[src/rtl/irq_pkg.sv]
// rtl/irq_pkg.sv - register map, FSM encoding and STATUS layout for irq_arbiter
package irq_pkg;

  localparam logic [1:0] ADDR_ENABLE   = 2'd0;
  localparam logic [1:0] ADDR_PENDING  = 2'd1;
  localparam logic [1:0] ADDR_EDGE_SEL = 2'd2;
  localparam logic [1:0] ADDR_STATUS   = 2'd3;

  localparam int STAT_STATE_LSB  = 0;
  localparam int STAT_REQ_BIT    = 2;
  localparam int STAT_ACTIVE_BIT = 3;

  typedef enum logic [1:0] {
    ST_IDLE    = 2'd0,
    ST_REQ     = 2'd1,
    ST_SERVICE = 2'd2
  } irq_state_t;

  // Lowest index wins, so source 0 has the highest priority.
  function automatic logic [2:0] lowest_set(input logic [7:0] v);
    logic [2:0] idx;
    idx = 3'd0;
    for (int i = 7; i >= 0; i--)
      if (v[i]) idx = 3'(i);
    return idx;
  endfunction

endpackage

[src/rtl/irq_sync_edge.sv]
// rtl/irq_sync_edge.sv - two-flop synchronizer plus rising-edge detector for one line
module irq_sync_edge (
  input  logic clk,
  input  logic rst_n,
  input  logic src,
  output logic level,
  output logic rise
);

  logic s1, s2, s3;

  always_ff @(posedge clk or negedge rst_n) begin
    if (!rst_n) begin
      s1 <= 1'b0;
      s2 <= 1'b0;
      s3 <= 1'b0;
    end else begin
      s1 <= src;
      s2 <= s1;
      s3 <= s2;
    end
  end

  assign level = s2;
  assign rise  = s2 & ~s3;

endmodule

[src/rtl/irq_arbiter.sv]
// rtl/irq_arbiter.sv - fixed-priority interrupt arbiter with req/ack/eoi handshake
module irq_arbiter
  import irq_pkg::*;
#(
  parameter int N_SRC    = 8,
  parameter int SRC_ID_W = 3
) (
  input  logic                SI_ClkIn,
  input  logic                SI_Reset_N,
  input  logic [N_SRC-1:0]    irq_src,
  input  logic                reg_we,
  input  logic [1:0]          reg_addr,
  input  logic [N_SRC-1:0]    reg_wdata,
  output logic [7:0]          reg_rdata,
  output logic                irq_req,
  output logic [SRC_ID_W-1:0] irq_id,
  input  logic                irq_ack,
  input  logic                irq_eoi,
  output logic                irq_active
);

  logic [N_SRC-1:0] level, rise;
  logic [N_SRC-1:0] enable, edge_sel, pending;
  logic [N_SRC-1:0] clr, pending_nxt;
  logic [7:0]       masked8, status;
  logic             sel_live;
  irq_state_t       state;

  for (genvar g = 0; g < N_SRC; g++) begin : g_sync
    irq_sync_edge u_sync (
      .clk   (SI_ClkIn),
      .rst_n (SI_Reset_N),
      .src   (irq_src[g]),
      .level (level[g]),
      .rise  (rise[g])
    );
  end

  // A new edge in the same cycle as a clear keeps the bit set.
  always_comb begin
    clr = '0;
    if (reg_we && reg_addr == ADDR_PENDING) clr = reg_wdata;
    if (state == ST_REQ && irq_ack) clr[irq_id] = 1'b1;
    pending_nxt = (edge_sel & ((pending & ~clr) | rise)) | (~edge_sel & level);
  end

  always_comb begin
    status = '0;
    status[STAT_STATE_LSB +: 2] = state;
    status[STAT_REQ_BIT]        = irq_req;
    status[STAT_ACTIVE_BIT]     = irq_active;
  end

  assign masked8  = 8'(pending & enable);
  assign sel_live = pending[irq_id] & enable[irq_id];

  always_ff @(posedge SI_ClkIn or negedge SI_Reset_N) begin
    if (!SI_Reset_N) begin
      enable    <= '0;
      edge_sel  <= '1;
      pending   <= '0;
      reg_rdata <= '0;
    end else begin
      pending <= pending_nxt;
      if (reg_we && reg_addr == ADDR_ENABLE)   enable   <= reg_wdata;
      if (reg_we && reg_addr == ADDR_EDGE_SEL) edge_sel <= reg_wdata;
      case (reg_addr)
        ADDR_ENABLE:   reg_rdata <= 8'(enable);
        ADDR_PENDING:  reg_rdata <= 8'(pending);
        ADDR_EDGE_SEL: reg_rdata <= 8'(edge_sel);
        ADDR_STATUS:   reg_rdata <= status;
        default:       reg_rdata <= '0;
      endcase
    end
  end

  always_ff @(posedge SI_ClkIn or negedge SI_Reset_N) begin
    if (!SI_Reset_N) begin
      state      <= ST_IDLE;
      irq_req    <= 1'b0;
      irq_active <= 1'b0;
      irq_id     <= '0;
    end else begin
      case (state)
        ST_IDLE: begin
          if (|masked8) begin
            irq_id  <= SRC_ID_W'(lowest_set(masked8));
            state   <= ST_REQ;
            irq_req <= 1'b1;
          end
        end
        ST_REQ: begin
          if (irq_ack) begin
            state      <= ST_SERVICE;
            irq_req    <= 1'b0;
            irq_active <= 1'b1;
          end else if (!sel_live) begin
            state   <= ST_IDLE;
            irq_req <= 1'b0;
          end
        end
        ST_SERVICE: begin
          if (irq_eoi) begin
            state      <= ST_IDLE;
            irq_active <= 1'b0;
          end
        end
        default: begin
          state      <= ST_IDLE;
          irq_req    <= 1'b0;
          irq_active <= 1'b0;
        end
      endcase
    end
  end

endmodule

[config.mk]
export PLATFORM = sky130hd
export DESIGN_NAME = irq_arbiter
export DESIGN_NICKNAME = d
export VERILOG_FILES = /design/src/rtl/irq_pkg.sv /design/src/rtl/irq_sync_edge.sv /design/src/rtl/irq_arbiter.sv
export SDC_FILE = /design/constraint.sdc
export NUM_CORES = 1
export LEC_CHECK = 0
export CAP_MARGIN = 20
export CORE_MARGIN = 3
export CORE_UTILIZATION = 54
export CTS_BUF_LIST = sky130_fd_sc_hd__clkbuf_16
export DETAILED_ROUTE_END_ITERATION = 6
export HOLD_SLACK_MARGIN = 0.08
export PLACE_DENSITY = 0.89
export RECOVER_POWER = 50
export SYNTH_ARGS = -nofsm -noshare
export SYNTH_HDL_FRONTEND = slang
export SYNTH_SLANG_ARGS = --single-unit
[constraint.sdc]
create_clock -name SI_ClkIn -period 1.8 [get_ports SI_ClkIn]
set_input_delay 0.18 -clock SI_ClkIn [delete_from_list [all_inputs] [get_ports SI_ClkIn]]
set_output_delay 0.18 -clock SI_ClkIn [all_outputs]
set_load 0.05 [all_outputs]
=== After elaboration in Yosys (flattened, before gate mapping) ===
Cells that the tools add are included.

* Eq/ne operators: 9
* Muxes and demuxes: 29
* Bitwise gates (word level): 28
* Reduce and logical (&&, ||, !) cells: 12
* Order comparisons: 2

{| class="wikitable"
|+ Operator list
! operator !! number
|-
| 8-bit bitwise AND || 4
|-
| 8-bit one-hot mux with 4 select lines || 1
|-
| 3-bit two-way mux || 8
|-
| 8-bit OR || 3
|-
| 8-bit two-way mux || 2
|-
| 8-bit NOT || 2
|-
| 1-bit NOT || 10
|-
| 1-bit bitwise AND || 9
|-
| 3-bit AND reduction || 3
|-
| 1-bit two-way mux || 8
|-
| 2-bit two-way mux || 4
|-
| 8-bit OR reduction || 1
|-
| 1-bit binary-select mux with 3-bit select || 2
|-
| 2-bit == test (second input constant) || 3
|-
| 2-bit inequality test (second input constant) || 3
|-
| 1-bit one-hot mux with 3 select lines || 2
|-
| 2-bit one-hot mux with 3 select lines || 1
|-
| 1-bit logical AND || 5
|-
| 2-bit by 1-bit == test with 1-bit output (second input constant) || 2
|-
| 2-bit zero test || 2
|-
| 3-bit by 4-bit < comparator with 1-bit output (second input constant) || 1
|-
| 1-bit demux with 3-bit select || 1
|-
| 3-bit by 1-bit >= comparator with 1-bit output (second input constant) || 1
|-
| 3-bit inequality test (second input constant) || 1
|-
| 2-bit AND reduction || 1
|}

* Input port bits: 23
* Word-level logic and storage cells: 112
* Register bits after elaboration: 63
* Output and inout port bits: 13

=== Longest topological paths before layout ===
Gate-level depths: netlist of run 1.

* Depth after elaboration: 11
* Depth in mapped cells: 5
* Mapped depth without buffers: 4

=== Modules after synthesis ===
Synthesis of run 1 repeated with hierarchy kept, for this count alone.

* Cell total of the unflattened synthesis: 202
* Area, all modules: 2667.6 um^2

{| class="wikitable"
|+ By module, submodules not included
! module !! cells each !! sequential area each (um^2) !! area each (um^2) !! times used
|-
| irq_arbiter || 170 || 985.9 || 1956.9 || 1
|-
| irq_sync_edge || 4 || 75.1 || 88.8 || 8
|}

=== Least setup slack after synthesis of run 1 ===
OpenSTA, ideal clock, no wires.

* Path kind: register -> register
* Start point: reg irq_id[2]
* End point: reg irq_req
* Stages on the path, launching flop included: 6
* Data required time: 1.677 ns
* Arrival: 1.649 ns
* Buffers on the path: 1
* Clock period less this slack: 1.772 ns
* Setup time: 0.123 ns
* Setup slack: 0.028 ns
* Path through: dfrtp_1 > buf_6 > mux4_2 > mux2i_1 > nor4_1 > o2bb2ai_1

* Longest elaborated chain between the ends: 5
* Elaborated cells on any way between the ends: 7
* Those cells by class: eq/ne: 1; mux: 4; bitwise: 1; reduce/logical: 1

{| class="wikitable"
|+ RTL lines
! item !! line !! text
|-
| start: declaration || irq_arbiter.sv:16 || <nowiki>output logic [SRC_ID_W-1:0] irq_id,</nowiki>
|-
| start signal: assignment || irq_arbiter.sv:87 || <nowiki>irq_id <= SRC_ID_W'(lowest_set(masked8));</nowiki>
|-
| 1-bit binary-select mux with 3-bit select || irq_arbiter.sv:55 || <nowiki>assign sel_live = pending[irq_id] & enable[irq_id];</nowiki>
|-
| 1-bit two-way mux (not written as such) || irq_arbiter.sv:55 ||
|-
| 1-bit bitwise AND (*) || irq_arbiter.sv:55 ||
|-
| 3-bit inequality test (no source line) (*) || n/a ||
|-
| 3-bit AND reduction (no source line) (*) || n/a ||
|-
| end signal: assignment || irq_arbiter.sv:80 || <nowiki>irq_req <= 1'b0;</nowiki>
|-
| end signal: assignment || irq_arbiter.sv:89 || <nowiki>irq_req <= 1'b1;</nowiki>
|-
| end signal: assignment || irq_arbiter.sv:95 || <nowiki>irq_req <= 1'b0;</nowiki>
|-
| end: declaration || irq_arbiter.sv:15 || <nowiki>output logic irq_req,</nowiki>
|}

Every way passes the cells marked *; elsewhere a longest branch is shown, timed or not. The select of a mux whose other input is x is not followed.
A chain may end at the register's enable or synchronous reset.

=== Final worst setup path of run 1 ===
* Start point: reg reg_rdata[2]
* End point: out reg_rdata[2]

{| class="wikitable"
|+ RTL lines
! item !! line !! text
|-
| start: declaration || irq_arbiter.sv:14 || <nowiki>output logic [7:0] reg_rdata,</nowiki>
|-
| start signal: assignment || irq_arbiter.sv:68 || <nowiki>ADDR_ENABLE: reg_rdata <= 8'(enable);</nowiki>
|-
| start signal: assignment || irq_arbiter.sv:69 || <nowiki>ADDR_PENDING: reg_rdata <= 8'(pending);</nowiki>
|-
| start signal: assignment || irq_arbiter.sv:70 || <nowiki>ADDR_EDGE_SEL: reg_rdata <= 8'(edge_sel);</nowiki>
|}

No word-level cell between the ends.

==> results list, run 1 <==
- Drt pass-1 iters: 4
- Crit path DAT: 1.47 ns
* EDFF count, synth: 0
- Prevailing post-synth register cell: sky130_fd_sc_hd__dfrtp_1
- Across the run, the number of max-cap violations was 0.
- The initial utilization of the core area, before any placement, comes to 0.5752.
* Lkg Pwr: 1.455 nW
- Counting flops with an async set or reset pin after synthesis yields a share of 1.000.
- Routed wire length per instance: about 18 µm
* Kind of cell adding the most delay to the critical path: buffers and inverters
* CTS root buf: sky130_fd_sc_hd__clkbuf_16
- The first global-routing pass estimated between 8 and 9 mm of wire.
- Using the TritonRoute via totals, the vias-per-cell ratio works out to 6.186.
- The cell area that synthesis handed to floorplanning was approximately 2600 µm².
- Number of cell instances on the worst register-to-register path: 4
- The flow ran to the end, and the final reports show no timing, DRC or antenna violations.
- On the critical path, the stage with the largest delay is an instance of sky130_fd_sc_hd__clkdlybuf4s50_1.
- The first routing iteration left approximately 150 violations.
- Input/output buffers: 35
- TritonCTS built the clock tree.
- Number of routed nets with antenna violations: 0
- For this run, the top clock speed supported by timing is approximately 0.61 GHz.
* Period minus WS final: around 1.6 ns
- Detail Route met2 WL: between 2 and 3 mm
- Setup repair bufs after CTS: 0
* Critical hold path startpoint: g_sync[4].u_sync.s1$_DFF_PN0_
* Post-synthesis average cell area: roughly 14 µm²
- Cells along the critical path: clkdlybuf4s50_1
- Area added between synthesis and finish: 28.20%
* Antenna Cells: 0
- X dimension of the die: between 70 and 80 µm
* Worst Clk Skew: about 0.0039 ns
- Standard-cell row count: 24
- The finished cells cover roughly 3300 µm².
- Met3 routed wirelength: 415 µm
- Syn. warnings: 0
- Setup repair after global routing left no endpoint under its margin.
- The path with the worst hold slack has its endpoint at g_sync[4].u_sync.level$_DFF_PN0_.
* Critical Path Max Stage Delay: a little over 0.8 ns
- The worst hold path was traced through 0 stages.
* Buffers & Inverters on Critical Path: 1
* Number of CTS-inserted buffers: 9
- Depth of the CTS H-tree: 3
* Die Y: ~75 µm
- Normalized max-slew margin: 0.4641
* Congestion Overflow GR: 0
- Distinct cell type count of the synthesized netlist: 33
- The total count of max-transition violations in the final report was 0.
* Setup-violating endpoint count in the final report: 0
- In this run the critical register-to-register path is captured at irq_req$_DFFE_PN0P_.
- Wire length the detailed router placed on met1: ~2.4 mm
- Total placed instance area: a little over 3000 µm²
* HPWL reported at the end of detailed placement: about 3.5 mm
* Share of cells above drive strength 1: 0.2510
- R2r startpoint: irq_id[2]$_DFFE_PN0P_
* Pin count of the biggest net entering global routing: 64
- The path class of the tightest hold or removal check is flop to flop.
* Peak ir drop on the vdd network: 0.7871 mV
- The number of antenna violations at the first check in global routing came to 0.
* Total negative setup slack: 0 ns
- Dividing the final minimum period by the clock period gives 0.9145.
- The number of nets handed over by synthesis was ~210.
* Required time at the endpoint of the critical path: around 1.6 ns
* Total routing resource utilization after global routing: 0.2218
- Number of synthesized register bits: between 60 and 70
- At the end of routability-driven placement, the weighted congestion stood at 0.9218.
- In this run the register-to-register setup slack is about 0.2 ns.
- The worst setup path is of the flop to output pin kind.
- The worst setup path is launched from a flop.
- For this design, the sink count on the clock tree is 63.
* Area of the die: 5630 µm²
* Cells after synthesis: between 150 and 200
- Sequential fraction of the synthesis area: 0.6164
* Final layout net count: around 260
- For the pin with the worst max-slew slack, the measured transition is around 0.80 ns.
- Number of global-route vias before repair: 1,755
* Core footprint: ~4500 µm²
- In this run the top signal layer used is met4.
* Routed via count: about 1,800
- Hold violation count in the final report: 0
- DRC violations left: 0
- At the later pin of the worst-skew pair, clock insertion delay measures 0.33 ns.
- I/O pin count: 36
- Of all nets on the critical path, the largest fanout is 1.
- Clock-pin transition on the worst setup and hold timing paths: 0.05 ns
* Critical path endpoint category: output pin
- Max clock buf depth: 2
* Total routed wirelength: 5.423 mm
* Cell Pwr Density: 1546 nW/µm²
-- metrics by stage --
step	setup slack (ns)	instances	hold slack [ns]	utilization	total power [mW]
4_1_cts	0.01320	295	0.2895	0.7391	5.113
6_report	0.1538	295	0.3435	0.7374	5.100
3_5_place_dp	0.1498	278	0.2128	0.6739	3.485
2_1_floorplan	0.02849	188	-0.1156	-	2.994
3_3_place_gp	0.1686	278	0.2097	0.6739	3.438
5_1_grt	0.1255	295	0.3557	0.7374	5.329
-- power breakdown --
group | internal [mW] | switching, mW
logic | 0.650 | 0.787
registers | 1.70 | 0.345
clock network | 1.05 | 0.574
-- sequential cells by signal, indices dropped and copies added, names as in the netlist --
| register | count |
|---|---|
| enable | 8 |
| pending | 8 |
| g_sync.u_sync.s3 | 8 |
| g_sync.u_sync.s1 | 8 |
| reg_rdata | 8 |
| state | 2 |
| irq_req | 1 |
| g_sync.u_sync.level | 8 |
| irq_id | 3 |
| irq_active | 1 |
| edge_sel | 8 |
-- synth_stat cells, types with 2 or more instances --
library cell               count  area, µm²
sky130_fd_sc_hd__nand3_1       2      10.01
sky130_fd_sc_hd__dfrtp_1      55       1376
sky130_fd_sc_hd__a21o_1        6      45.04
sky130_fd_sc_hd__a21oi_1       7      35.03
sky130_fd_sc_hd__nor2b_1       2      12.51
sky130_fd_sc_hd__mux4_2        8      180.2
sky130_fd_sc_hd__mux2_2       16      180.2
sky130_fd_sc_hd__o21ai_0       6      30.03
sky130_fd_sc_hd__a32o_1        2      20.02
sky130_fd_sc_hd__nor2_1        6      22.52
sky130_fd_sc_hd__nand2_1      31      116.4
sky130_fd_sc_hd__buf_2         3      15.01
sky130_fd_sc_hd__a22o_1        2      17.52
sky130_fd_sc_hd__a221oi_1      6      52.55
sky130_fd_sc_hd__nand2b_1      2      12.51
sky130_fd_sc_hd__mux2i_1       6      60.06
sky130_fd_sc_hd__buf_6         2      22.52
sky130_fd_sc_hd__a22oi_1       4      30.03
sky130_fd_sc_hd__dfstp_2       8      210.2
-- cell families after synthesis --
kind of cell / count (synthesis) / synth area share
AO/OA/AOI/OAI: 39 / 0.1104
buffers and inverters: 6 / 0.01604
flip-flops: 63 / 0.6164
multiplexers: 30 / 0.1633
AND/OR/NAND/NOR: 50 / 0.09383
-- how the worst max path moves through the flow --
stage | depth (start not counted) | start | end | slack [ns]
after floorplan | 5 | irq_id[2]$_DFFE_PN0P_ | irq_req$_DFFE_PN0P_ | 0.03
after global placement | 3 | reg_addr[1] | reg_rdata[0]$_DFF_PN0_ | 0.17
after detailed placement | 6 | irq_ack | pending[7]$_DFF_PN0_ | 0.15
after CTS | 1 | irq_req$_DFFE_PN0P_ | irq_req | 0.01
after global routing | 1 | reg_rdata[2]$_DFF_PN0_ | reg_rdata[2] | 0.13
final | 1 | reg_rdata[2]$_DFF_PN0_ | reg_rdata[2] | 0.15
-- routing by layer --
layer / global-route usage / up-vias
li1: - / 804
met4: 0.1087 / 0
met3: 0.06809 / 13
met2: 0.3308 / 68
met5: 0 / -
met1: 0.2973 / 940
-- what timing repair did --
item | CTS | global route
hold endpoints to repair | 55 | 0
hold buffers | 1 | 0
gates resized for setup | 0 | 2
endpoints found under the setup margin | 0 | 2
-- cells in the final DEF (no fill, tap or decap), types with 6 or more instances in the layout --
| cell type | netlist | final |
|---|---|---|
| sky130_fd_sc_hd__a21o_1 | 6 | 6 |
| sky130_fd_sc_hd__a21oi_1 | 7 | 7 |
| sky130_fd_sc_hd__a221oi_1 | 6 | 6 |
| sky130_fd_sc_hd__buf_4 | 0 | 11 |
| sky130_fd_sc_hd__clkbuf_16 | 0 | 9 |
| sky130_fd_sc_hd__clkdlybuf4s50_1 | 0 | 21 |
| sky130_fd_sc_hd__dfrtp_1 | 55 | 55 |
| sky130_fd_sc_hd__dfstp_2 | 8 | 8 |
| sky130_fd_sc_hd__dlygate4sd3_1 | 0 | 9 |
| sky130_fd_sc_hd__mux2_2 | 16 | 16 |
| sky130_fd_sc_hd__mux2i_1 | 6 | 6 |
| sky130_fd_sc_hd__mux4_2 | 8 | 8 |
| sky130_fd_sc_hd__nand2_1 | 31 | 31 |
| sky130_fd_sc_hd__nor2_1 | 6 | 6 |
| sky130_fd_sc_hd__o21ai_0 | 6 | 6 |
-- cell type report --
type                            count  area [µm²]
Clock inverter                      7       56.30
Multi-Input combinational cell    119       945.9
Clock buffer                        9       225.2
Sequential cell                    63        1587
Tap cell                           52       65.06
Timing Repair Buffer               45       420.4
Fill cell                         290        1175
(Power assumes the default switching activity.)
==> run 2: changes to the inputs <==
ABC_AREA = 1   (was unset)
==> results list, run 2 <==
- The final total negative setup slack is 0 ns (unchanged).
- The arrival time at the worst endpoint was 1.58 ns (+0.11 ns).
* Clock Latency Late Sink: 0.33 ns (about the same)
* CTS tree: yes
* Sequential fraction of the synthesis area: 0.5936 (-0.02280)
- The total number of clock tree sinks is 63 (unchanged).
* Worst Clk Skew: 0.005877 ns (+0.001960 ns)
* Synth cell count leaders: sky130_fd_sc_hd__nand2_1, sky130_fd_sc_hd__dfrtp_1, sky130_fd_sc_hd__inv_1
- The post-synth net total was 322 (+53%).
- Die Y: 76.35 µm (+1.8%)
- Number of cell instances on the worst register-to-register path: 6 (+2)
- Routed wire length per instance: 13.82 µm (-25%)
- EDFF count, synth: 0 (unchanged)
- The deepest level of the CTS H-tree was 3 (unchanged).
- The count of max-cap constraint violations was 0 (unchanged).
- I/O pin count: 36 (unchanged)
- The number of vias per cell after detailed routing is 5.232 (-15%).
* Period minus WS final: 1.758 ns (+0.1114 ns)
- X dimension of the die: 76.35 µm (+1.8%)
- Buffers & Inverters on Critical Path: 1 (unchanged)
- Tightest Hold Check Type: flop to flop
- Clock group share of total power: 0.355 (+0.037)
* Routed via count: 2,166 (+19%)
- The delay of the slowest cell on the worst path is 0.83 ns (+0.02 ns).
* Cell area after synthesis: 2673 µm² (+3.8%)
- The number of flip-flops and latches in the synthesized netlist was 63 (unchanged).
* Switching power summed over all nets: 1.659 mW (-2.8%)
- Synth top area share: 0.5150 (-0.01978)
- By area the synthesized netlist is led by sky130_fd_sc_hd__dfrtp_1, sky130_fd_sc_hd__nand2_1, sky130_fd_sc_hd__dfstp_2.
- The number of antenna violations at the first check in global routing came to 0 (unchanged).
- Reg-to-reg critical path endpoint: pending[4]$_DFF_PN0_
- Setup repair after global routing left no endpoint under its margin.
- The number of CTS-inserted buffers is 9 (unchanged).
- Maximum frequency from static timing analysis: 0.5690 GHz (-6.3%)
- Input/output buffers: 35 (unchanged)
- Max clock buf depth: 2 (unchanged)
- The flow ran to the end, and the final reports show no timing, DRC or antenna violations.
* Cells along the critical path: clkdlybuf4s50_1
* Critical hold path startpoint: g_sync[5].u_sync.s1$_DFF_PN0_
- Setup-violating endpoint count in the final report: 0 (unchanged)
- The total count of max-transition violations in the final report is 0 (unchanged).
- The portion of total power attributed to sequential cells was 0.381 (-0.020).
- Total routed wirelength: 5.722 mm (+5.5%)
- Prevailing post-synth register cell: sky130_fd_sc_hd__dfrtp_1
* Async set-reset flop share out of synthesis: 1.000 (unchanged)
* Hold violation count in the final report: 0 (unchanged)
- The internal power consumption was 3.275 mW (-3.5%).
- The first-iteration detailed-routing DRC count came to 253 (+66%).
* Total routing resource utilization after global routing: 0.2208 (-0.001040)
* Syn. warnings: 0 (unchanged)
* Share of cells above drive strength 1: 0.09456 (-0.1565)
- Launching element type of the critical path: flop
- Summed area of non-filler cells in the final layout: 3385 µm² (+2.6%)
- Peak ir drop on the vdd network: 0.8177 mV (+3.9%)
- The worst hold path terminates at g_sync[5].u_sync.level$_DFF_PN0_.
* Final Wtd Congestion: 0.9097 (-1.3%)
- CTS placed an instance of sky130_fd_sc_hd__clkbuf_16 at the clock tree root.
* Hold Path Depth: 0 (unchanged)
- Area added between synthesis and finish: 26.64%
- Critical path class: flop to output pin
* Leading cell types in the layout, fill and taps excluded: sky130_fd_sc_hd__nand2_1, sky130_fd_sc_hd__dfrtp_1, sky130_fd_sc_hd__inv_1
- The residual DRC count was 0 (unchanged).
- Congestion Overflow GR: 0 (unchanged)
- The number of rows in the core area is 24 (unchanged).
* Post-Layout Cell Count: 414 (+40%)
- Core footprint: 4564 µm² (+2.0%)
- The half-perimeter wire length after detailed placement came to 3.944 mm (+11%).
* Combinational group share of total power: 0.264 (-0.018)
* R2r startpoint: state[1]$_DFFE_PN0P_
- The post-detailed-route count of antenna-violating nets was 0 (unchanged).
- The transition time at the pin with the least slew margin came to 0.8173 ns (+0.01337 ns).
- Critical path endpoint category: output pin
* Final layout net count: 367 (+41%)
- The die area is 5829 µm² (+3.5%).
- The pin count of the biggest net entering global routing came to 64 (unchanged).
- The largest fanout on the critical path is 5 (+4).
- Most common cell after layout, fill and taps aside: sky130_fd_sc_hd__nand2_1
* Setup repair bufs after CTS: 0 (unchanged)
- The number of cells produced by synthesis was 299 (+59%).
- The headroom to the max-slew limit is 0.4552 (-0.008914).
- Number of global-route vias before repair: 2,119 (+21%)
* Distinct cell type count of the synthesized netlist: 21 (-36%)
* Cell Pwr Density: 1458 nW/µm² (-5.7%)
* Total placed instance area: 3083 µm² (+2.2%)
- The clock-pin transition on the worst setup and hold timing paths was 0.05 ns (about the same).
- Drt pass-1 iters: 4 (unchanged)
* Most repeated cell in the gate-level netlist after synthesis: sky130_fd_sc_hd__nand2_1
- The effective utilization at floorplan is 0.5855 (+0.01030).
* Required time at the endpoint of the critical path: 1.62 ns (about the same)
- The slowest stage of the critical path belongs to the cell sky130_fd_sc_hd__clkdlybuf4s50_1.
- Of all cell types, the one taking the most synthesized area is sky130_fd_sc_hd__dfrtp_1.
- Post-synthesis average cell area: 8.938 µm² (-35%)
- The number of placed instances, taps included was 397 (+43%).
- The worst-case register-to-register setup slack was 0.34 ns (+0.14 ns).
- Crit share post-route: 0.9764 (+0.06186)
- The antenna diode instance count is 0 (unchanged).
- Kind of cell adding the most delay to the critical path: buffers and inverters
* Net switching share of the total power: 0.3361 (+0.001487)
- The global-route wire length before repair is 9.922 mm (+11%).
- The static leakage was 1.684 nW (+16%).
-- run 2: layer usage --
layer	track usage	wire length, µm	vias up
met5	0	0	-
li1	-	-	1040
met1	0.2739	2471	1003
met4	0.1159	115	0
met2	0.3366	2672	107
met3	0.08274	462	16
-- run 2: layout make-up --
| type | count | area (µm²) |
|---|---|---|
| inverters | 45 | 168.9 |
| clock inverters | 7 | 80.08 |
| multi-input cells | 187 | 875.8 |
| flip-flops and latches | 63 | 1587 |
| well taps | 65 | 81.33 |
| fillers | 329 | 1180 |
| clock buffers | 9 | 225.2 |
| repair buffers | 38 | 366.6 |
-- run 2: logic make-up after synthesis --
group / Yosys count / share of synthesized area
flip-flops: 63 / 0.5936
AO/OA/AOI/OAI: 41 / 0.09972
AND/OR/NAND/NOR: 146 / 0.2280
buffers and inverters: 49 / 0.07865
-- run 2: power by group through the flow --
stage,sequential (mW),combinational [mW],clock (mW)
final,1.88,1.30,1.75
after global routing,1.91,1.45,1.85
after CTS,1.87,1.31,1.79
after detailed placement,1.89,1.30,0
after global placement,1.89,1.26,0
after floorplan,2.12,0.626,0
-- run 2: worst register-to-register path: cells and delay by family, from the launching register on --
family	cells	cell delay (ns)
AO/OA/AOI/OAI	1	0.26
flip-flops	1	0.39
AND/OR/NAND/NOR	4	0.58
buffers and inverters	1	0.11
-- run 2: worst max path at each step --
stage	from	end	slack (ns)	cells past startpoint
2_1_floorplan	irq_id[0]$_DFFE_PN0P_	irq_req$_DFFE_PN0P_	0.33	10
3_3_place_gp	reg_addr[0]	pending[0]$_DFF_PN0_	0.25	8
3_5_place_dp	reg_addr[0]	pending[4]$_DFF_PN0_	0.17	8
4_1_cts	irq_id[2]$_DFFE_PN0P_	irq_id[2]	0.04	1
5_1_grt	irq_id[2]$_DFFE_PN0P_	irq_id[2]	0.04	1
6_report	irq_id[2]$_DFFE_PN0P_	irq_id[2]	0.04	1
-- run 2: per-stage QoR --
step                power, mW  setup slack, ns  hold slack (ns)    util
floorplan               2.745           0.3304          -0.1156       -
CTS                     4.969          0.04196           0.2799  0.7442
detailed placement      3.190           0.1697           0.2097  0.6754
global route            5.213          0.03521           0.3556  0.7415
finish                  4.934          0.04248           0.3447  0.7415
global placement        3.152           0.2454           0.2122  0.6754
-- run 2: repair_timing --
item,in CTS,in global routing
gates resized for setup,1,0
endpoints found under the hold margin,55,0
setup endpoints to repair,1,0
hold buffers,1,0
==> run 3: changes to the inputs <==
CORE_UTILIZATION = 40   (was 54)
PLACE_DENSITY = 0.71   (was 0.89)
==> results list, run 3 (synthesis results as in run 2) <==
- The combined buffer and inverter count along the critical path was 1 (unchanged).
* Clock group share of total power: 0.317 (-0.038)
* Required time at the endpoint of the critical path: 1.62 ns (about the same)
- Critical path class: flop to output pin
* Depth of the CTS H-tree: 3 (unchanged)
- Antenna violations before repair: 0 (unchanged)
- The overflow left after global routing is 0 (unchanged).
- The effective utilization at floorplan came to 0.4161 (-0.1694).
- The total count of max-transition violations in the final report came to 0 (unchanged).
- Input/output buffers: 35 (unchanged)
- The half-perimeter wire length after detailed placement is 4.152 mm (+5.3%).
* Worst Clk Skew: 0.007567 ns (+0.001690 ns)
- The die span in x came to 87.74 µm (+15%).
* I/O pin count: 36 (unchanged)
- The die area was 7698 µm² (+32%).
* Final layout net count: 368 (+0.27%)
- The antenna diode instance count is 0 (unchanged).
- The largest fanout on the critical path is 5 (unchanged).
- The portion of total power attributed to sequential cells was 0.404 (+0.023).
* Share of cells above drive strength 1: 0.09714 (+0.002587)
* Number of CTS-inserted buffers: 9 (unchanged)
* Summed area of non-filler cells in the final layout: 3359 µm² (-0.74%)
- Critical path endpoint category: output pin
- Number of DRC markers in iteration 0: 151 (-40%)
- The number of buffers on the longest clock path was 2 (unchanged).
- The shortest period the worst path allows is 1.744 ns (-0.01353 ns).
* Setup-violating endpoint count in the final report: 0 (unchanged)
- The arrival time at the worst endpoint was 1.56 ns (-0.02 ns).
* Via density: 4.993 (-4.6%)
- Core footprint: 6422 µm² (+41%)
* Standard-cell row count: 29 (+21%)
* Least-Margin Pin Slew: 0.8194 ns (+0.002151 ns)
* Total placed instance area: 3105 µm² (+0.73%)
- The worst IR drop on VDD is 0.6103 mV (-25%).
- The final total negative setup slack came to 0 ns (unchanged).
- Combinational group share of total power: 0.278 (+0.014)
- The placer's final routability congestion estimate came to 0.9107 (+0.11%).
- Lkg Pwr: 1.665 nW (-1.2%)
- Number of routed nets with antenna violations: 0 (unchanged)
- The die boundary height came to 87.74 µm (+15%).
- Net switching share of the total power: 0.3572 (+0.02111)
- Maximum frequency from static timing analysis: 0.5734 GHz (+0.78%)
* Launching element type of the critical path: flop
- Tightest Hold Check Type: flop to flop
- Setup repair after global routing left no endpoint under its margin.
- Number of max-cap violations: 0 (unchanged)
- DRC violations left: 0 (unchanged)
- Number of global-route vias before repair: 2,009 (-5.2%)
- Critical Path Max Stage Delay: 0.83 ns (about the same)
* Area added between synthesis and finish: 25.70%
- Total routed wirelength: 5.752 mm (+0.52%)
- The total number of clock tree sinks is 63 (unchanged).
- Most common cell after layout, fill and taps aside: sky130_fd_sc_hd__nand2_1
- Cell Pwr Density: 1386 nW/µm² (-4.9%)
* Switching power summed over all nets: 1.664 mW (+0.33%)
- Status: complete, no violations
- The clock latency at the later pin of the worst-skew pair is 0.33 ns (about the same).
- Crit share post-route: 0.9689 (-0.007517)
- Normalized max-slew margin: 0.4537 (-0.001435)
- Kind of cell adding the most delay to the critical path: buffers and inverters
- TritonCTS built the clock tree.
- Global-route wire length before repair: 9.742 mm (-1.8%)
- The overall track demand over capacity in global routing came to 0.1709 (-0.04995).
- The clock-pin transition on the worst setup and hold timing paths is 0.05 ns (about the same).
- Cell with the largest stage delay on the worst path: sky130_fd_sc_hd__clkdlybuf4s50_1
- The iteration count of the initial detailed-routing pass is 4 (unchanged).
* Pin count of the biggest net entering global routing: 64 (unchanged)
* Leading cell types in the layout, fill and taps excluded: sky130_fd_sc_hd__nand2_1, sky130_fd_sc_hd__dfrtp_1, sky130_fd_sc_hd__inv_1
* Routed via count: 2,132 (-1.6%)
* CTS root buf: sky130_fd_sc_hd__clkbuf_16
* Internal power summed over all cells: 2.994 mW (-8.6%)
- The final routed wire length divided by cell count was 13.47 µm (-2.5%).
- Traced cell by cell, the critical path runs through clkdlybuf4s50_1.
- The hold violation total from the final report is 0 (unchanged).
## run 3: cell types whose count changed in the layout (fill, tap and decap cells not counted)
cell	delta
sky130_fd_sc_hd__clkinvlp_4	+1
sky130_fd_sc_hd__clkinv_2	+1
sky130_fd_sc_hd__bufinv_16	-2
sky130_fd_sc_hd__buf_4	+1
## run 3: metrics by stage
| stage | hold WS, ns | setup slack [ns] | std cells | power (mW) | util |
|---|---|---|---|---|---|
| floorplan | -0.1156 | 0.3304 | 299 | 2.745 | - |
| detailed placement | 0.2198 | 0.2124 | 410 | 3.211 | 0.4835 |
| CTS | 0.2834 | 0.04248 | 427 | 4.701 | 0.5250 |
| finish | 0.3466 | 0.05601 | 427 | 4.658 | 0.5231 |
| global placement | 0.2138 | 0.2477 | 410 | 3.176 | 0.4835 |
| global route | 0.3498 | 0.0009579 | 427 | 4.946 | 0.5231 |
## run 3: layout make-up
cell class | instances | area, µm²
multi-input combinational | 187 | 875.8
sequential | 63 | 1587
tap | 77 | 96.34
clock inverter | 7 | 32.53
clock buffer | 9 | 225.2
fill | 593 | 3063
inverter | 45 | 168.9
timing repair buffer | 39 | 374.1
## run 3: routing by layer
metal,vias up,share of wire,track usage
li1,1045,-,-
met1,991,0.45,0.2261
met2,82,0.46,0.2486
met3,14,0.070,0.04798
met4,0,0.029,0.1032
met5,-,0,0
## run 3: final timing paths
kind / startpoint / endpoint / slack [ns] / cells after the start
min reg2reg: g_sync[6].u_sync.s1$_DFF_PN0_ / g_sync[6].u_sync.level$_DFF_PN0_ / 0.35 / 0
min: g_sync[6].u_sync.s1$_DFF_PN0_ / g_sync[6].u_sync.level$_DFF_PN0_ / 0.35 / 0
max: irq_id[2]$_DFFE_PN0P_ / irq_id[2] / 0.06 / 1
max reg2reg: irq_id[0]$_DFFE_PN0P_ / irq_req$_DFFE_PN0P_ / 0.30 / 10
min in group asynchronous: SI_Reset_N / g_sync[5].u_sync.s3$_DFF_PN0_ / 0.60 / 3
max in group asynchronous: SI_Reset_N / state[1]$_DFFE_PN0P_ / 0.67 / 3
## run 3: power groups by stage
stage / clock [mW] / combinational, mW / sequential (mW)
after CTS: 1.51 / 1.31 / 1.88
after detailed placement: 0 / 1.31 / 1.90
final: 1.48 / 1.30 / 1.88
after floorplan: 0 / 0.626 / 2.12
after global placement: 0 / 1.28 / 1.89
after global routing: 1.58 / 1.45 / 1.92
## run 3: repair_timing
action,CTS,global route
setup endpoints to repair,1,0
resized for setup,1,0
setup buffers,0,0
endpoints found under the hold margin,55,0
hold buffers,1,0
